## config.mk

```make
export PLATFORM = sky130hd
export DESIGN_NAME = fetch_stage
export DESIGN_NICKNAME = d
export VERILOG_FILES = /design/src/rtl/cpu_pkg.sv /design/src/rtl/if_id_reg.sv /design/src/rtl/fetch_stage.sv
export SDC_FILE = /design/constraint.sdc
export NUM_CORES = 1
export LEC_CHECK = 0
export BUFFER_PORTS_ARGS = -buffer_cell sky130_fd_sc_hd__buf_2
export CORE_MARGIN = 8
export CORE_UTILIZATION = 50
export DETAILED_ROUTE_END_ITERATION = 16
export GPL_ROUTABILITY_DRIVEN = 0
export PLACE_DENSITY = 0.88
export SETUP_SLACK_MARGIN = 0.1
export SLEW_MARGIN = 20
export SYNTH_ARGS = -nofsm -noshare
export SYNTH_HDL_FRONTEND = slang
export SYNTH_HIERARCHICAL = 1
export SYNTH_SLANG_ARGS = --single-unit
```

## constraint.sdc

```tcl
create_clock -name clk -period 2.5 [get_ports clk]
set_input_delay 0.375 -clock clk [delete_from_list [all_inputs] [get_ports clk]]
set_output_delay 0.375 -clock clk [all_outputs]
set_load 0.01 [all_outputs]
```

## src/rtl/cpu_pkg.sv

```systemverilog
// Shared types and defaults for the MIPS pipeline front end.
// Holds the fetch FSM encoding and the reset PC / NOP encodings.
package cpu_pkg;

  typedef logic [31:0] word_t;

  localparam word_t RESET_PC_DEF  = 32'h0000_3000;
  localparam word_t NOP_INSTR_DEF = 32'h0000_0000;

  typedef enum logic {
    FETCH    = 1'b0,
    BUFFERED = 1'b1
  } fetch_state_e;

  function automatic logic misaligned(input word_t addr);
    return addr[1:0] != 2'b00;
  endfunction

endpackage

```

## src/rtl/if_id_reg.sv

```systemverilog
// IF/ID pipeline register: PC, instruction word and fetch address-error flag.
// Loads when en is high; clr replaces the instruction with a NOP and drops the flag.
module if_id_reg
  import cpu_pkg::*;
#(
  parameter word_t NOP_INSTR = NOP_INSTR_DEF
) (
  input  logic  clk,
  input  logic  reset,
  input  logic  en,
  input  logic  clr,
  input  word_t pc_in,
  input  word_t instr_in,
  input  logic  exc_in,
  output word_t pc_out,
  output word_t instr_out,
  output logic  exc_out
);

  word_t pc_q, pc_d;
  word_t instr_q, instr_d;
  logic  exc_q, exc_d;

  always_comb begin
    pc_d    = pc_q;
    instr_d = instr_q;
    exc_d   = exc_q;
    if (en) begin
      pc_d    = pc_in;
      instr_d = clr ? NOP_INSTR : instr_in;
      exc_d   = clr ? 1'b0 : exc_in;
    end
  end

  always_ff @(posedge clk or posedge reset) begin
    if (reset) begin
      pc_q    <= '0;
      instr_q <= NOP_INSTR;
      exc_q   <= 1'b0;
    end else begin
      pc_q    <= pc_d;
      instr_q <= instr_d;
      exc_q   <= exc_d;
    end
  end

  assign pc_out    = pc_q;
  assign instr_out = instr_q;
  assign exc_out   = exc_q;

endmodule

```

## src/rtl/fetch_stage.sv

```systemverilog
// IF stage: PC_F register, one-outstanding-request fetch FSM and one-entry skid buffer.
// Optional FETCH_ALIGN_CHECK_EN: misaligned PC_F skips memory and flags excAdEL_D.
module fetch_stage
  import cpu_pkg::*;
#(
  parameter word_t RESET_PC  = RESET_PC_DEF,
  parameter word_t NOP_INSTR = NOP_INSTR_DEF
) (
  input  logic  clk,
  input  logic  reset,
  input  logic  stall,
  input  logic  clearD,
  input  word_t nextPC,
  output logic  imReq,
  output word_t imAddr,
  input  logic  imRdy,
  input  word_t imData,
  output word_t PC_F,
  output word_t PC_D,
  output word_t instr_D,
  output logic  waitF,
  output logic  excAdEL_D
);

  fetch_state_e state_q, state_d;
  word_t        pc_f_q, pc_f_d;
  word_t        buf_q, buf_d;
  logic         im_req_q, im_req_d;

  logic  in_fetch;
  logic  mis_now, mis_next;
  logic  have_instr;
  logic  advance;
  word_t instr_sel;
  logic  exc_sel;

  assign in_fetch = (state_q == FETCH);

`ifdef FETCH_ALIGN_CHECK_EN
  assign mis_now  = misaligned(pc_f_q);
  assign mis_next = misaligned(pc_f_d);
`else
  assign mis_now  = 1'b0;
  assign mis_next = 1'b0;
`endif

  // A misaligned fetch never reaches memory, so the "instruction" is ready at once.
  assign have_instr = in_fetch ? (mis_now | imRdy) : 1'b1;
  assign advance    = have_instr & ~stall;
  assign exc_sel    = in_fetch & mis_now;

  always_comb begin
    if (!in_fetch)    instr_sel = buf_q;
    else if (mis_now) instr_sel = NOP_INSTR;
    else              instr_sel = imData;
  end

  always_comb begin
    state_d = state_q;
    pc_f_d  = pc_f_q;
    buf_d   = buf_q;
    if (advance) pc_f_d = nextPC;
    unique case (state_q)
      FETCH: begin
        if (!mis_now && imRdy && stall) begin
          buf_d   = imData;
          state_d = BUFFERED;
        end
      end
      BUFFERED: begin
        if (!stall) state_d = FETCH;
      end
      default: state_d = FETCH;
    endcase
    im_req_d = (state_d == FETCH) & ~mis_next;
  end

  always_ff @(posedge clk or posedge reset) begin
    if (reset) begin
      state_q  <= FETCH;
      pc_f_q   <= RESET_PC;
      buf_q    <= NOP_INSTR;
      im_req_q <= ~misaligned(RESET_PC);
    end else begin
      state_q  <= state_d;
      pc_f_q   <= pc_f_d;
      buf_q    <= buf_d;
      im_req_q <= im_req_d;
    end
  end

  if_id_reg #(
    .NOP_INSTR(NOP_INSTR)
  ) u_if_id (
    .clk      (clk),
    .reset    (reset),
    .en       (advance),
    .clr      (clearD),
    .pc_in    (pc_f_q),
    .instr_in (instr_sel),
    .exc_in   (exc_sel),
    .pc_out   (PC_D),
    .instr_out(instr_D),
    .exc_out  (excAdEL_D)
  );

  assign imReq  = im_req_q;
  assign imAddr = pc_f_q;
  assign PC_F   = pc_f_q;
  assign waitF  = ~have_instr;

endmodule

```

Word-level counts from Yosys, hierarchy flattened
Index checks and enable logic that the tools add are counted.
{ "word_totals": {"out_inout_bits": 131, "reg_bits": 130} }
{ "op_classes": {"reduce_logical": 2, "muxes": 6, "bitwise": 5} }
{ "ops": {"columns": ["op", "n"], "rows": [
  ["two-way mux 32 bit", 2],
  ["inverter 1 bit", 4],
  ["two-way mux 1 bit", 3],
  ["case mux 1 bit (2 select lines)", 1],
  ["AND reduction 2 bit", 1],
  ["bitwise AND 1 bit", 1],
  ["logical AND 1 bit", 1]
]} }

Depth between registers and ports, before layout
{ "logic_depth": {"ltp_word": 4, "depth_mapped": 9} }

By module
Netlist, hierarchy kept.
{ "modules_own_cells": {"columns": ["mod", "seq_area_each_um2", "cells_each", "area_per_inst_um2", "instances"], "rows": [
  ["fetch_stage", 1655.3, 212, 3245.6, 1],
  ["if_id_reg", 1626.6, 145, 2387.3, 1]
]} }

Least setup slack after synthesis
OpenSTA, ideal clock, no wires.
{ "synth_path": {"path_kind": "reg2reg", "startpoint": "register state_q", "endpoint": "register u_if_id.instr_q[27], in the netlist u_if_id/instr_out[27]", "slack_ns": 0.815, "t_arrival_ns": 1.564, "path_stages_with_launch": 10, "setup_ns": 0.121, "t_required_ns": 2.379, "path_buffers": 5, "synth_period_minus_slack_ns": 1.685, "path_cell_list": "dfrtp_1 > buf_6 > o21bai_4 > buf_6 > inv_1 > buf_6 > nor2b_4 > buf_6 > buf_6 > a22o_1"} }
{ "synth_between": {"elab_chain_len": 2, "elab_cells_between_ends": 4, "cone_classes": "3 x mux; 1 x bitwise"} }
{ "synth_lines": {"columns": ["item", "line", "text"], "rows": [
  ["start: declaration", "fetch_stage.sv:25", "fetch_state_e state_q, state_d;"],
  ["start signal: assignment", "fetch_stage.sv:85", "state_q <= state_d;"],
  ["two-way mux 1 bit", "fetch_stage.sv:48", "assign have_instr = in_fetch ? (mis_now | imRdy) : 1'b1;"],
  ["bitwise AND 1 bit", "fetch_stage.sv:49", "assign advance = have_instr & ~stall;"],
  ["net advance", "fetch_stage.sv:33", "logic advance;"],
  ["end signal: assignment", "if_id_reg.sv:42", "instr_q <= instr_d;"],
  ["end: declaration", "if_id_reg.sv:21", "word_t instr_q, instr_d;"]
]} }
The timed path passes the listed nets, and every way through them passes these cells.
A chain may end at the register's enable or synchronous reset.

Final worst setup path
{ "layout_path": {"startpoint": "register state_q", "endpoint": "output port waitF"} }
{ "layout_between": {"elab_chain_len": 2} }
{ "layout_lines": {"columns": ["item", "line", "text"], "rows": [
  ["two-way mux 1 bit", "fetch_stage.sv:48", null],
  ["inverter 1 bit", "fetch_stage.sv:110", "assign waitF = ~have_instr;"],
  ["end: declaration", "fetch_stage.sv:21", "output logic waitF,"]
]} }
No other way between the ends.

==> results_dict.tcl <==
set metrics [dict create \
    vias_per_cell 5.17 \
    syn_avg_cell_area_um2 15.8 \
    synth_top_area_share 0.569 \
    finalWirelength_um 13500 \
    ctsResizeCount 0 \
    endpoint_kind "output port" \
    status "finished clean" \
    synth_cell_types 18 \
    crit_path_max_incr_delay_ps 440 \
    synthArstFlopShare 1.00 \
    swShare 0.268 \
    final.setup_skew_ps 9.24 \
    n_fill_cell 794 \
    max_slew_margin 0.480 \
    power_switching_mw 1.73 \
    internal_power_mw 4.72 \
    seq_area_frac_synth 0.583 \
    clockPowerShare 0.370 \
    synth-seq-cells 131 \
    first_pass_iters 4 \
    total_power_mw 6.45 \
    utilization 0.644 \
    rsz0062_at_grt "no" \
    ant_nets 0 \
    ys_warn_count 6 \
    post-route-period-util 0.764 \
    die_y_um 122 \
    drv_cap 0 \
    die_w_um 122 \
    synth_flop_cell "dfrtp_1" \
    io_buffers 199 \
    drt-initial-drc-count 165 \
    grt_usage 0.182 \
    synth.cell_area_um2 5630 \
    synthCells 357 \
    ioPinCount 200 \
    syn_nets 426 \
    dp.cells 653 \
    grt_pass1_vias 3933 \
    synth_area_leaders "dfrtp_1, mux2_2, mux2_4" \
    hold_buffers 0 \
    antenna_cells 0 \
    cp_slowest_cell "dfrtp_1" \
    yosys.area.top_type "dfrtp_1" \
    seq_power_share 0.426 \
    tightest_slew_ps 779 \
    dpl-instance-area_um2 6470 \
    fin_crit_ps 1910 \
    grt_overflow 0 \
    synth_edf_count 0 \
    slew_violations 0 \
    h-tree-depth 4 \
    drive_above_1_share 0.683 \
    synth_commonest_cells "dfrtp_1, mux2_2, a22o_1, buf_4, mux2_4" \
    insertion_delay_ps 410 \
    fmaxAchievable_mhz 524 \
    core_area_um2 10900 \
    cts_tree "built" \
    antenna_found_initial 1 \
    worstPathMaxFanout 34 \
    cp_num_buf_inv 2 \
    fp-row-count 38 \
    grt_pass1_wl_um 21200 \
    cp.arrival_ps 1530 \
    layout.nets 601 \
    hold_viol_final 0 \
    root_buffer "clkbuf_16" \
    clock_path_buffers 2 \
    worstSetupPathType "reg -> out" \
    final_area_um2 7040 \
    grt_max_degree 39 \
    crit_family "buffers and inverters" \
    power_density_nw_per_um2 915 \
    area_growth_pct 25.0 \
    synthMostInstantiatedCell "dfrtp_1" \
    dp_hpwl_um 9670 \
    setup_tns_ps 0 \
    crit_required_ps 2120 \
    cts_setup_buffers 0 \
    hold_path_class "in -> async" \
    stdcell_count 685 \
    leakage_nw 3.56 \
    setup_viol 0 \
    route.detailed.drc 0 \
    vias 3543 \
    cts.clk_slew.worst_paths_ps 50 \
    cts_buffers 17 \
    wl_per_cell_um 19.7 \
    ir_drop_mv 0.469 \
    cts.sinks 131 \
    start_util 0.515 \
    cp_cell_sequence "buf_4, nor2_1, buf_2" \
    worstSetupStartpointType "register" \
    die_area_um2 14900 \
    pwr-share-comb 0.204 \
]
flip-flops by register name (all words and copies together) (netlist names):
register / cells
u_if_id/exc_out: 1
PC_F: 32
state_q: 1
u_if_id/pc_out: 32
buf_q: 32
imReq: 1
u_if_id/instr_out: 32
cell usage in the layout (no fill, tap or decap), types with 2 or more instances in the layout:
cell,n
clkinvlp_4,3
mux2_1,2
a22o_1,32
buf_4,9
inv_2,2
mux2_2,96
clkbuf_8,2
mux2_4,30
buf_2,199
dfstp_2,3
bufinv_16,2
clkbuf_16,17
clkinv_2,5
inv_1,3
clkbuf_1,3
dfrtp_1,128
cell type report:
cell class                 instances  area [um^2]  share of cell area
clock buffer                      22          464              0.0659
tap                              140          175              0.0249
multi-input combinational        168         1910               0.271
clock inverter                    10          108              0.0153
timing repair buffer             209         1080               0.154
inverter                           5         18.8             0.00266
sequential                       131         3280               0.466
power by group through the flow:
| stage | combinational [mW] | sequential, mW | clock (mW) |
|---|---|---|---|
| after detailed placement | 1.35 | 2.77 | 0 |
| final | 1.32 | 2.75 | 2.38 |
| after global routing | 1.42 | 2.80 | 2.54 |
| after CTS | 1.35 | 2.75 | 2.43 |
| after floorplan | 0.758 | 2.87 | 0 |
| after global placement | 1.30 | 2.75 | 0 |
final timing paths:
path	startpoint	to	slack (ps)	depth (start not counted)
max in group asynchronous	reset	PC_F[20]	1700	3
min reg2reg	u_if_id/instr_out[30]	u_if_id/instr_out[30]	500	1
min	reset	PC_F[17]	40	2
min in group clk	nextPC[10]	PC_F[10]	180	2
max reg2reg	state_q	u_if_id/instr_out[28]	850	4
max	state_q	waitF	590	3
layer usage:
| layer | wire, um | part of all wire | vias to the layer above | GRT usage |
|---|---|---|---|---|
| met2 | 6380 | 0.47 | 155 | 0.287 |
| met5 | 10 | 0.00074 | - | 0 |
| met1 | 5720 | 0.42 | 1779 | 0.230 |
| met4 | 156 | 0.012 | 2 | 0.0663 |
| met3 | 1240 | 0.092 | 16 | 0.0611 |
| li1 | - | - | 1591 | - |
kinds of logic after synthesis:
kind of cell    Yosys count  share of synthesized area
compound gates           35                     0.0555
simple gates              4                    0.00733
mux                     128                      0.276
buf+inv                  58                     0.0780
flops                   131                      0.583
other cells               1                   0.000666
stage by stage:
step / setup WS (ps) / hold WS (ps)
6_report: 591 / 36.3
5_1_grt: 526 / 78.9
4_1_cts: 574 / 48.5
3_5_place_dp: 712 / 482
3_3_place_gp: 798 / 472
2_1_floorplan: 475 / 465
Power figures use the tool's default switching activity.
